$ cat src/rtl/timer_pkg.sv
// rtl/timer_pkg.sv - shared constants and types for the frame-interval timer.
package timer_pkg;

   localparam int DIV_60HZ_50MHZ = 833334;

   typedef enum logic {
      IDLE = 1'b0,
      RUN  = 1'b1
   } timer_state_t;

   localparam logic MODE_ONESHOT  = 1'b0;
   localparam logic MODE_PERIODIC = 1'b1;

endpackage

$ cat src/rtl/frame_tick_gen.sv
// rtl/frame_tick_gen.sv - DIV-cycle prescaler; wraps to 0 after DIV-1 and pulses tick.
module frame_tick_gen
   import timer_pkg::*;
#(
   parameter int DIV   = DIV_60HZ_50MHZ,
   parameter int DIV_W = 20
) (
   input  logic clk,
   input  logic resetn,
   input  logic run,
   input  logic clear,
   input  logic hold,
   output logic tick,
   output logic wrap
);

   localparam logic [DIV_W-1:0] LAST = DIV_W'(DIV - 1);

   logic [DIV_W-1:0] cnt_q, cnt_d;
   logic             tick_q, tick_d;

   // wrap is the same-edge strobe the frame counter needs; tick is its registered copy
   assign wrap = run && !hold && !clear && (cnt_q == LAST);
   assign tick = tick_q;

   always_comb begin
      cnt_d  = cnt_q;
      tick_d = wrap;
      if (clear) begin
         cnt_d = '0;
      end else if (run && !hold) begin
         cnt_d = wrap ? '0 : cnt_q + DIV_W'(1);
      end
   end

   always_ff @(posedge clk or negedge resetn) begin
      if (!resetn) begin
         cnt_q  <= '0;
         tick_q <= 1'b0;
      end else begin
         cnt_q  <= cnt_d;
         tick_q <= tick_d;
      end
   end

endmodule

$ cat src/rtl/interval_timer.sv
// rtl/interval_timer.sv - frame-interval timer with one-shot/periodic done pulses.
// Optional INTERVAL_TIMER_PAUSE_EN adds a pause input that freezes counting in RUN.
module interval_timer
   import timer_pkg::*;
#(
   parameter int DIV   = DIV_60HZ_50MHZ,
   parameter int DIV_W = 20,
   parameter int CNT_W = 8
) (
   input  logic             clk,
   input  logic             resetn,
   input  logic             start,
   input  logic             stop,
`ifdef INTERVAL_TIMER_PAUSE_EN
   input  logic             pause,
`endif
   input  logic             periodic,
   input  logic [CNT_W-1:0] frames,
   output logic             busy,
   output logic             done,
   output logic             frame_tick,
   output logic [CNT_W-1:0] frames_left
);

   timer_state_t     state_q, state_d;
   logic [CNT_W-1:0] frames_left_q, frames_left_d;
   logic [CNT_W-1:0] reload_q, reload_d;
   logic             mode_q, mode_d;
   logic             done_q, done_d;
   logic             hold;
   logic             wrap;

`ifdef INTERVAL_TIMER_PAUSE_EN
   assign hold = pause && (state_q == RUN);
`else
   assign hold = 1'b0;
`endif

   frame_tick_gen #(
      .DIV   (DIV),
      .DIV_W (DIV_W)
   ) u_tick_gen (
      .clk    (clk),
      .resetn (resetn),
      .run    (state_q == RUN),
      .clear  (start || stop),
      .hold   (hold),
      .tick   (frame_tick),
      .wrap   (wrap)
   );

   always_comb begin
      state_d       = state_q;
      frames_left_d = frames_left_q;
      reload_d      = reload_q;
      mode_d        = mode_q;
      done_d        = 1'b0;
      if (stop) begin
         state_d       = IDLE;
         frames_left_d = '0;
      end else if (start) begin
         if (frames == '0) begin
            // zero-length interval completes immediately
            done_d        = 1'b1;
            state_d       = IDLE;
            frames_left_d = '0;
         end else begin
            reload_d      = frames;
            frames_left_d = frames;
            mode_d        = periodic;
            state_d       = RUN;
         end
      end else if (state_q == RUN && wrap && frames_left_q != '0) begin
         if (frames_left_q == CNT_W'(1)) begin
            done_d = 1'b1;
            if (mode_q == MODE_PERIODIC) begin
               frames_left_d = reload_q;
            end else begin
               frames_left_d = '0;
               state_d       = IDLE;
            end
         end else begin
            frames_left_d = frames_left_q - CNT_W'(1);
         end
      end
   end

   always_ff @(posedge clk or negedge resetn) begin
      if (!resetn) begin
         state_q       <= IDLE;
         frames_left_q <= '0;
         reload_q      <= '0;
         mode_q        <= MODE_ONESHOT;
         done_q        <= 1'b0;
      end else begin
         state_q       <= state_d;
         frames_left_q <= frames_left_d;
         reload_q      <= reload_d;
         mode_q        <= mode_d;
         done_q        <= done_d;
      end
   end

   assign busy        = (state_q == RUN);
   assign done        = done_q;
   assign frames_left = frames_left_q;

endmodule

$ cat config.mk
export PLATFORM = sky130hd
export DESIGN_NAME = interval_timer
export DESIGN_NICKNAME = d
export VERILOG_FILES = /design/src/rtl/timer_pkg.sv /design/src/rtl/frame_tick_gen.sv /design/src/rtl/interval_timer.sv
export SDC_FILE = /design/constraint.sdc
export NUM_CORES = 1
export LEC_CHECK = 0
export ABC_CLOCK_PERIOD_IN_PS = 4400
export BUFFER_PORTS_ARGS = -buffer_cell sky130_fd_sc_hd__buf_2
export CORE_ASPECT_RATIO = 0.75
export CORE_UTILIZATION = 30
export DETAILED_ROUTE_END_ITERATION = 12
export GPL_ROUTABILITY_DRIVEN = 0
export SYNTH_ARGS = -nofsm -noshare
export SYNTH_HDL_FRONTEND = slang
export SYNTH_SLANG_ARGS = --single-unit
$ cat constraint.sdc
create_clock -name clk -period 4.4 [get_ports clk]
set_input_delay 0.22 -clock clk [delete_from_list [all_inputs] [get_ports clk]]
set_output_delay 0.22 -clock clk [all_outputs]
set_load 0.05 [all_outputs]
[After elaboration in Yosys (flattened, before gate mapping)]
Index checks and enable logic that the tools add are counted.
Operators by class
  eq/ne operators: 3
  bitwise logic cells: 2
  $add $sub $neg: 2
  reductions and logical operators: 13
  muxes and demuxes: 20
Operators with widths (count)
  $mux W20: 3
  $mux W8: 6
  $add A20 B1 Y20 const B: 1
  $eq A20 B20 Y1 const B: 1
  $mux W1: 11
  $eq A8 B1 Y1 const B: 1
  $logic_not A8 Y1: 1
  $reduce_bool A8 Y1: 1
  $sub A8 B1 Y8 const B: 1
  $reduce_and A3 Y1: 2
  $reduce_bool A3 Y1: 2
  $logic_and A1 B1 Y1: 4
  $ne A3 B3 Y1 const B: 1
  $not A1 Y1: 2
  $reduce_bool A2 Y1: 1
  $logic_not A1 Y1: 1
  $logic_or A1 B1 Y1: 1
Storage, ports and cells
  input bits: 13
  logic and storage cells: 47
  register bits: 40

[Logic depth before layout (Yosys ltp)]
Gate-level depths: netlist of the first run.
  depth in word-level cells: 9
  mapped depth: 8

[Hierarchy]
From an unflattened synthesis of the first run, not the netlist that was laid out.
Second synthesis, totals
  cell total of the unflattened synthesis: 262
  area total of the unflattened synthesis: 2361.0 um^2
By module, submodules not included
  frame_tick_gen: seq. area each 525.5 um^2, times used 1, area each 1201.2 um^2, cells an instance 136
  interval_timer: seq. area each 475.5 um^2, times used 1, area each 1159.9 um^2, cells an instance 126

[Least setup slack after synthesis of the first run]
Ideal clock, no wire load.
  kind: register -> register
  start: register frames_left_q[1] (netlist: frames_left[1])
  end: register frames_left_q[7] (netlist: frames_left[7])
  library setup time: 0.121 ns
  path buffers: 1
  data arrival time: 2.016 ns
  stages on the path, launching flop included: 9
  setup slack: 2.263 ns
  cells stage by stage: dfrtp_1 > inv_1 > ha_1 > nor3b_1 > nand2_1 > a41oi_2 > buf_6 > a21oi_1 > a22o_2
Between the ends
  longest elaborated chain between the ends: 5
  elaborated cells between the ends (all ways): 9
Ends and longest elaborated chain
  start, declared: RTL line interval_timer.sv:26  | logic [CNT_W-1:0] frames_left_q, frames_left_d;
  start signal, assigned: RTL line interval_timer.sv:97  | frames_left_q <= frames_left_d;
  $sub A8 B1 Y8 or $eq A8 B1 Y1 (tied branches): RTL line interval_timer.sv:83, interval_timer.sv:74
  $mux W8: RTL line interval_timer.sv:74  | if (frames_left_q == CNT_W'(1)) begin
  $mux W8: RTL line interval_timer.sv:73  | end else if (state_q == RUN && wrap && frames_left_q != '0) begin
  $mux W8: RTL line interval_timer.sv:61  | end else if (start) begin
  $mux W8: RTL line interval_timer.sv:58  | if (stop) begin
Several ways; a longest one is shown, not always the timed one. The select of a mux whose other input is x is not followed.
A chain may end at the register's enable or synchronous reset.

[Worst setup path after layout of the first run]
  start: register u_tick_gen.cnt_q[1]
  end: register u_tick_gen.cnt_q[19]
Between the ends
  longest elaborated chain between the ends: 5
  elaborated cells between the ends (all ways): 6
Ends and longest elaborated chain
  start, declared: RTL line frame_tick_gen.sv:19  | logic [DIV_W-1:0] cnt_q, cnt_d;
  start signal, assigned: RTL line frame_tick_gen.sv:41  | cnt_q <= cnt_d;
  branches (longest 2 deep; another with $add A20 B1 Y20)
  $mux W20 (*): RTL line frame_tick_gen.sv:32  | cnt_d = wrap ? '0 : cnt_q + DIV_W'(1);
  $mux W20 (*): RTL line frame_tick_gen.sv:31  | end else if (run && !hold) begin
  $mux W20 (*): RTL line frame_tick_gen.sv:29  | if (clear) begin
Every way passes the cells marked *. The select of a mux whose other input is x is not followed.

==> results.sh, run 1 <==
export IMPL_dp_worst_setup_slack_ns=2.03
export IMPL_synthesis_area_mm2=0.00231
export IMPL_ys_async_sr_fraction_pct=100
export IMPL_worstPathArrival_ns=2.57
export IMPL_largest_net_degree_at_the_start_of_global_routing=41
export IMPL_layout_commonest_cell="sky130_fd_sc_hd__dfrtp_1"
export IMPL_syn_inst=242
export IMPL_setup_violations_final=0
export IMPL_comb_power_share_pct=18.7
export IMPL_dr_first_iter_drc_count=144
export IMPL_finalWirelength_mm=5.26
export IMPL_final_hold_violation_count=0
export IMPL_top_reg_cell_synth="sky130_fd_sc_hd__dfrtp_1"
export IMPL_hpwlAfterDp_mm=3.78
export IMPL_max_cap_viol_count=0
export IMPL_grt_pass1_wl_mm=9.00
export IMPL_timing_worst_setup_path_type="register to register"
export IMPL_htree_num_levels=2
export IMPL_run_status="complete, no violations"
export IMPL_vdd_ir_drop_worst_v=0.0000882
export IMPL_fin_crit_sh_pct=54.3
export IMPL_synthesis_area_per_instance_um2=9.54
export IMPL_yosys_register_bits=40
export IMPL_power_frac_clock_pct=34.0
export IMPL_setup_slack_of_the_critical_path_after_layout_ns=2.01
export IMPL_clock_sinks=40
export IMPL_floorplan_core_area_mm2=0.00740
export IMPL_p_int_uw=616
export IMPL_final_fill_count=748
export IMPL_final_net_count=275
export IMPL_multi_input_gate_area_mm2=0.00121
export IMPL_netlist_cell_type_count=51
export IMPL_post_cts_resized_instances=0
export IMPL_initial_antenna_violation_count=0
export IMPL_worst_ep_required_time_ns=4.58
export IMPL_io_buffer_count=23
export IMPL_design_die_area_mm2=0.00805
export IMPL_slew_violations=0
export IMPL_critPathCaptureType="register"
export IMPL_whs_ns=0.0489
export IMPL_max_stage_delay_ns=0.45
export IMPL_switching_share_pct=30.0
export IMPL_timing_clock_skew_ns=0.00382
export IMPL_clk_latency_ns=0.30
export IMPL_sequential_cell_area_mm2=0.00100
export IMPL_clock_pin_slew_on_the_worst_setup_and_hold_paths_ns=0.08
export IMPL_wl_per_cell_um=14.6
export IMPL_insertedDiodeCount=0
export IMPL_hp_class="input port to asynchronous set/reset pin"
export IMPL_share_seq_of_total_power_pct=47.3
export IMPL_upper_clock_frequency_limit_ghz=0.418
export IMPL_critical_path_slowest_cell="sky130_fd_sc_hd__or4bb_1"
export IMPL_tightestPinTransition_ns=1.02
export IMPL_post_dp_cell_area_mm2=0.00248
export IMPL_postCtsSetupRepairBufs=0
export IMPL_clock_root_buffer="sky130_fd_sc_hd__clkbuf_8"
export IMPL_ff2ff_path_depth=7
export IMPL_flow_area_growth_from_synthesis_pct=12.1
export IMPL_power_static_leakage_uw=0.00109
export IMPL_mostFrequentLayoutCells="sky130_fd_sc_hd__dfrtp_1 (40), sky130_fd_sc_hd__buf_2 (23), sky130_fd_sc_hd__nand2_1 (20), sky130_fd_sc_hd__a21oi_1 (16), sky130_fd_sc_hd__nor2_1 (14)"
export IMPL_max_slew_margin_rel_pct=31.8
export IMPL_tns_ns=0
export IMPL_power_per_cell_area_mw_per_mm2=341
export IMPL_critPathMaxFanout=26
export IMPL_grt_total_usage_pct=14.5
export IMPL_die_y_um=78.0
export IMPL_tritoncts_clock_tree="built"
export IMPL_cts_max_path_bufs=2
export IMPL_synth_seq_area_share_pct=43.4
export IMPL_crit_path_start_kind="register"
export IMPL_remaining_drc_errors=0
export IMPL_final_design_area_excluding_fillers_mm2=0.00259
export IMPL_synth_warnings=0
export IMPL_detailedRoute_firstPassIterationCount=4
export IMPL_unrepaired_setup_endpoints_after_global_routing="false"
export IMPL_synth_edf_count=0
export IMPL_num_rows=27
export IMPL_grt_overflow_total=0
export IMPL_post_route_cells_drive_above_1_share_pct=19.7
export IMPL_avgViaCountPerCell=5.22
export IMPL_path_cells="inv_1 -> ha_1 -> or4bb_1 -> nor4_4 -> a21oi_2 -> and3_1 -> a211o_1"
export IMPL_cts_hold_fix_buffers=0
export IMPL_post_route_min_period_ns=2.39
export IMPL_tritoncts_buffers=5
export IMPL_first_global_vias=1717
export IMPL_net_switching_power_uw=265
export IMPL_vias=1879
export IMPL_mappedNetlistNets=259
export IMPL_antenna_violation_net_count_after_detailed_routing=0
export IMPL_start_util_pct=31.2
export IMPL_die_width_um=103
export IMPL_num_io_pins=24
export IMPL_post_route_util_pct=35.0
[power by group through the flow]
stage | Clock (µW) | Sequential (µW) | Combinational (µW)
3_3_place_gp | 0 | 423 | 165
2_1_floorplan | 0 | 450 | 90.7
5_1_grt | 322 | 421 | 181
3_5_place_dp | 0 | 424 | 165
6_report | 299 | 417 | 165
4_1_cts | 308 | 416 | 166
[critical path: cells and delay by family (launching register included)]
family,cells,cell delay [ns]
buffers and inverters,1,0.09
adders and majority gates,1,0.14
and+or+nand+nor,3,1.03
DFF,1,0.42
AOI/OAI and AO/OA,2,0.60
[path summary, 6_finish.rpt]
| kind | to | slack [ns] | start |
|---|---|---|---|
| worst max-delay path | u_tick_gen.cnt_q[19] | 2.01 | u_tick_gen.cnt_q[1] |
| worst min-delay path | u_tick_gen.cnt_q[18] | 0.05 | resetn |
| worst max register to register | u_tick_gen.cnt_q[19] | 2.01 | u_tick_gen.cnt_q[1] |
| worst min register to register | reload_q[0] | 0.52 | reload_q[0] |
| max in group asynchronous | frames_left[4] | 3.79 | resetn |
| min in group clk | mode_q | 0.12 | periodic |
[cell type report]
class / instances / area share [%]
Clock inverter: 2 / 1.35
Multi-Input combinational cell: 181 / 46.8
Inverter: 7 / 1.02
Tap cell: 101 / 4.88
Timing Repair Buffer: 23 / 4.45
Clock buffer: 6 / 2.80
Sequential cell: 40 / 38.7
[cell families (layout without fill, tap and decap cells)]
| kind of cell | Yosys count | count (layout) | share of synthesized area [%] |
|---|---|---|---|
| fa+ha+maj | 4 | 4 | 2.17 |
| buf+inv | 21 | 38 | 4.17 |
| simple gates | 98 | 98 | 25.0 |
| compound gates | 68 | 68 | 20.5 |
| flops | 40 | 40 | 43.4 |
| xor+xnor | 5 | 5 | 1.90 |
| mux | 6 | 6 | 2.87 |
[flip-flops by register name, summed over array words and instances, names as in the netlist]
| name | flops |
|---|---|
| frames_left | 8 |
| mode_q | 1 |
| done | 1 |
| u_tick_gen.cnt_q | 20 |
| reload_q | 8 |
| u_tick_gen.tick | 1 |
| busy | 1 |
[per-layer routing]
| metal | wire (µm) | global-route usage, % | share of wire, % |
|---|---|---|---|
| met2 | 2030 | 17.6 | 39 |
| met4 | 73 | 5.07 | 1.4 |
| met3 | 168 | 2.52 | 3.2 |
| met5 | 0 | 0 | 0 |
| met1 | 2990 | 24.3 | 57 |
[synthesized netlist by cell type (2+ instances only)]
| master | n | area [µm²] |
|---|---|---|
| sky130_fd_sc_hd__a31oi_1 | 13 | 81.3 |
| sky130_fd_sc_hd__nand2b_1 | 7 | 43.8 |
| sky130_fd_sc_hd__or3_1 | 5 | 31.3 |
| sky130_fd_sc_hd__nor2_1 | 14 | 52.6 |
| sky130_fd_sc_hd__nor3_1 | 5 | 25.0 |
| sky130_fd_sc_hd__clkbuf_1 | 7 | 26.3 |
| sky130_fd_sc_hd__a22o_1 | 4 | 35.0 |
| sky130_fd_sc_hd__nand3_1 | 12 | 60.1 |
| sky130_fd_sc_hd__inv_1 | 7 | 26.3 |
| sky130_fd_sc_hd__o21ai_0 | 11 | 55.1 |
| sky130_fd_sc_hd__nor4_1 | 4 | 25.0 |
| sky130_fd_sc_hd__ha_1 | 4 | 50.1 |
| sky130_fd_sc_hd__and3_1 | 4 | 25.0 |
| sky130_fd_sc_hd__or2_2 | 2 | 12.5 |
| sky130_fd_sc_hd__a22o_2 | 4 | 40.0 |
| sky130_fd_sc_hd__xor2_1 | 4 | 35.0 |
| sky130_fd_sc_hd__a41oi_1 | 2 | 17.5 |
| sky130_fd_sc_hd__o31ai_1 | 3 | 22.5 |
| sky130_fd_sc_hd__dfrtp_1 | 40 | 1000 |
| sky130_fd_sc_hd__buf_2 | 4 | 20.0 |
| sky130_fd_sc_hd__nand2_1 | 20 | 75.1 |
| sky130_fd_sc_hd__or4_1 | 3 | 22.5 |
| sky130_fd_sc_hd__a211o_1 | 2 | 17.5 |
| sky130_fd_sc_hd__mux2_2 | 5 | 56.3 |
| sky130_fd_sc_hd__and4_1 | 3 | 26.3 |
| sky130_fd_sc_hd__a311o_1 | 3 | 30.0 |
| sky130_fd_sc_hd__a21oi_1 | 16 | 80.1 |
| sky130_fd_sc_hd__nand4_1 | 6 | 37.5 |
| sky130_fd_sc_hd__nor2b_1 | 3 | 18.8 |
| sky130_fd_sc_hd__a32o_1 | 3 | 30.0 |
| sky130_fd_sc_hd__nor3b_1 | 2 | 15.0 |
[stage by stage]
| stage | power (µW) | std cells |
|---|---|---|
| finish | 881 | 360 |
| CTS | 891 | 360 |
| floorplan | 541 | 242 |
| global route | 924 | 360 |
| detailed placement | 589 | 352 |
| global placement | 588 | 352 |
Power figures use the tool's default switching activity.
==> run 2, diff against run 1 <==
Settings changed: ABC_AREA from default to 1, ABC_CLOCK_PERIOD_IN_PS 4400 to 1900.
Clock period 4.4 ns to 1.9 ns, I/O delays scaled along.
==> run 2 against run 1 <==
  * Sequential share of layout area down 5.1 points
  * Critical path depth up 3
  * Count of clock-buffer cells in the layout unchanged
  * Fmax up 42%
  * Routed wire length up 19%
  * Via count up 26%
  * Clock skew up 0.0021 ns
  * Worst setup slack worse by 1.8 ns
  * Area after synthesis up 10%
  * Combinational power rose to 2.7 times the previous value
==> results.sh, run 2 <==
export IMPL_worst_ep_required_time_ns=2.06
export IMPL_mappedNetlistNets=371
export IMPL_critPathMaxFanout=9
export IMPL_num_io_pins=24
export IMPL_clock_sinks=40
export IMPL_first_global_vias=2087
export IMPL_run_status="complete, no violations"
export IMPL_worst_r2r_src="u_tick_gen.cnt_q[1]"
export IMPL_postCtsSetupRepairBufs=0
export IMPL_detailedRoute_firstPassIterationCount=5
export IMPL_post_route_util_pct=37.0
export IMPL_final_design_area_excluding_fillers_mm2=0.00298
export IMPL_layout_commonest_cell="sky130_fd_sc_hd__nand2_1"
export IMPL_synthesis_area_mm2=0.00255
export IMPL_grt_pass1_wl_mm=10.4
export IMPL_finalWirelength_mm=6.24
export IMPL_setup_violations_final=0
export IMPL_wl_per_cell_um=12.7
export IMPL_hp_class="input port to register"
export IMPL_clock_pin_slew_on_the_worst_setup_and_hold_paths_ns=0.06
export IMPL_num_rows=28
export IMPL_yosys_register_bits=40
export IMPL_start_util_pct=31.6
export IMPL_worst_r2r_endpoint="u_tick_gen.cnt_q[8]"
export IMPL_dr_first_iter_drc_count=162
export IMPL_antenna_violation_net_count_after_detailed_routing=0
export IMPL_worstPathArrival_ns=1.85
export IMPL_design_die_area_mm2=0.00887
export IMPL_max_slew_margin_rel_pct=67.0
export IMPL_die_y_um=81.8
export IMPL_synth_seq_area_share_pct=39.3
export IMPL_tns_ns=0
export IMPL_worst_hold_path_num_cells=3
export IMPL_critPathCaptureType="register"
export IMPL_insertedDiodeCount=0
export IMPL_top_cell_types_by_occurrence_after_synthesis="sky130_fd_sc_hd__nand2_1 (100), sky130_fd_sc_hd__inv_1 (45), sky130_fd_sc_hd__dfrtp_1 (40)"
export IMPL_mostFrequentLayoutCells="sky130_fd_sc_hd__nand2_1 (100), sky130_fd_sc_hd__inv_1 (45), sky130_fd_sc_hd__dfrtp_1 (40), sky130_fd_sc_hd__nand3_1 (32), sky130_fd_sc_hd__o21ai_0 (31)"
export IMPL_vias=2362
export IMPL_netlist_top_cell_by_area="sky130_fd_sc_hd__dfrtp_1"
export IMPL_post_cts_resized_instances=0
export IMPL_timing_clock_skew_ns=0.00589
export IMPL_final_net_count=403
export IMPL_fin_crit_sh_pct=88.8
export IMPL_netlist_cell_type_count=27
export IMPL_clk_latency_ns=0.28
export IMPL_floorplan_core_area_mm2=0.00806
export IMPL_unrepaired_setup_endpoints_after_global_routing="false"
export IMPL_flow_area_growth_from_synthesis_pct=17.0
export IMPL_post_synth_top_count_cell="sky130_fd_sc_hd__nand2_1"
export IMPL_timing_worst_setup_path_type="register to register"
export IMPL_max_flop_register="u_tick_gen.cnt_q"
export IMPL_synth_largest_type_area_fraction_pct=39.3
export IMPL_synth_warnings=0
export IMPL_dp_worst_setup_slack_ns=0.214
export IMPL_power_static_leakage_uw=0.00138
export IMPL_vdd_ir_drop_worst_v=0.000333
export IMPL_slew_violations=0
export IMPL_ff2ff_path_depth=10
export IMPL_synth_edf_count=0
export IMPL_upper_clock_frequency_limit_ghz=0.593
export IMPL_die_width_um=108
export IMPL_crit_path_start_kind="register"
export IMPL_hpwlAfterDp_mm=4.76
export IMPL_post_route_cells_drive_above_1_share_pct=16.3
export IMPL_flip_flop_count_of_the_largest_register_after_layout=20
export IMPL_final_hold_violation_count=0
export IMPL_grt_total_usage_pct=15.4
export IMPL_tightestPinTransition_ns=0.491
export IMPL_post_route_non_filler_standard_cell_count=492
export IMPL_remaining_drc_errors=0
export IMPL_avgViaCountPerCell=4.80
export IMPL_cts_max_path_bufs=2
export IMPL_ys_async_sr_fraction_pct=100
export IMPL_io_buffer_count=23
export IMPL_hold_path_startpoint="periodic"
export IMPL_timing_reg2reg_setup_slack_ns=0.21
export IMPL_tritoncts_buffers=5
export IMPL_tritoncts_clock_tree="built"
export IMPL_placed_cells=483
export IMPL_synthTopCellsByArea="sky130_fd_sc_hd__dfrtp_1 (39%), sky130_fd_sc_hd__nand2_1 (15%), sky130_fd_sc_hd__inv_1 (6.6%)"
export IMPL_max_cap_viol_count=0
export IMPL_syn_inst=354
export IMPL_top_reg_cell_synth="sky130_fd_sc_hd__dfrtp_1"
export IMPL_initial_antenna_violation_count=0
export IMPL_post_route_min_period_ns=1.69
export IMPL_post_dp_cell_area_mm2=0.00281
export IMPL_htree_num_levels=2
export IMPL_endpoint_of_the_worst_hold_path="mode_q"
export IMPL_clock_root_buffer="sky130_fd_sc_hd__clkbuf_16"
export IMPL_power_per_cell_area_mw_per_mm2=789
export IMPL_synthesis_area_per_instance_um2=7.20
export IMPL_largest_net_degree_at_the_start_of_global_routing=20
export IMPL_setup_slack_of_the_critical_path_after_layout_ns=0.213
export IMPL_grt_overflow_total=0
## run 2: cell count changes in the layout (fill, tap and decap cells not counted), sizes merged, moves of 7 or more
cell | previous run | this run
nand2 | 20 | 106
inv | 7 | 48
nand3 | 12 | 39
o21ai | 11 | 35
nor2 | 15 | 34
a31oi | 13 | 0
a22o | 8 | 0
buf | 23 | 31
nand2b | 7 | 0
## run 2: timing repair
| item | 4_1_cts | 5_1_grt |
|---|---|---|
| hold buffers | 1 | 0 |
| hold endpoints to repair | 14 | 0 |
| endpoints found under the setup margin | 0 | 0 |
## run 2: logic make-up after synthesis
kind of cell / count (synthesis) / share of synthesized area [%]
AO/OA/AOI/OAI: 53 / 11.1
XOR/XNOR: 10 / 3.44
adder cells (fa/ha/maj): 4 / 1.96
buffers and inverters: 55 / 8.94
flip-flops: 40 / 39.3
AND/OR/NAND/NOR: 192 / 35.2
## run 2: worst max path at each step
| stage | from | to | slack, ns | cells past startpoint |
|---|---|---|---|---|
| floorplan | frames_left[1] | busy | 0.13 | 9 |
| global placement | u_tick_gen.cnt_q[1] | u_tick_gen.cnt_q[4] | 0.26 | 10 |
| detailed placement | u_tick_gen.cnt_q[1] | u_tick_gen.cnt_q[8] | 0.21 | 10 |
| CTS | u_tick_gen.cnt_q[1] | u_tick_gen.cnt_q[8] | 0.20 | 10 |
| global route | u_tick_gen.cnt_q[0] | u_tick_gen.cnt_q[18] | 0.04 | 8 |
| finish | u_tick_gen.cnt_q[1] | u_tick_gen.cnt_q[8] | 0.21 | 10 |
## run 2: layout make-up
class                   instances  area, µm²
clock buffers                   6        129
multi-input cells             259       1320
inverters                      48        180
flip-flops and latches         40       1000
well taps                     105        131
clock inverters                 2       35.0
repair buffers                 32        185
fillers                       828       5080
## run 2: routing by layer
metal / track usage (%) / up-vias / part of all wire [%]
met5: 0 / - / 0
met4: 5.27 / 0 / 1.3
met3: 2.62 / 8 / 5.0
met2: 19.2 / 64 / 37
met1: 25.1 / 1085 / 56
li1: - / 1205 / -
## run 2: power by group
group	switching (µW)	internal, µW	leakage (µW)
clock	344	618	0.0000808
combinational	307	131	0.000766
sequential	50.6	900	0.000533
total	701	1650	0.00138
## run 2: worst max-delay path, stage by stage, from the launching register on
cell and delay (ns):
sky130_fd_sc_hd__dfrtp_1 0.42, sky130_fd_sc_hd__inv_1 0.09, sky130_fd_sc_hd__ha_1 0.15, sky130_fd_sc_hd__nand2_1 0.07
sky130_fd_sc_hd__nor2_1 0.12, sky130_fd_sc_hd__nand2_2 0.07, sky130_fd_sc_hd__nor2_4 0.14, sky130_fd_sc_hd__nand2_1 0.06
sky130_fd_sc_hd__nand2_1 0.14, sky130_fd_sc_hd__buf_4 0.19, sky130_fd_sc_hd__o21ai_0 0.11
## run 2: per-stage QoR
| step | hold WS [ns] | total power, µW |
|---|---|---|
| final | 0.0701 | 2350 |
| after global routing | 0.0948 | 2460 |
| after CTS | 0.0693 | 2370 |
| after detailed placement | 0.0365 | 1400 |
| after global placement | 0.0330 | 1400 |
| after floorplan | -0.201 | 1270 |
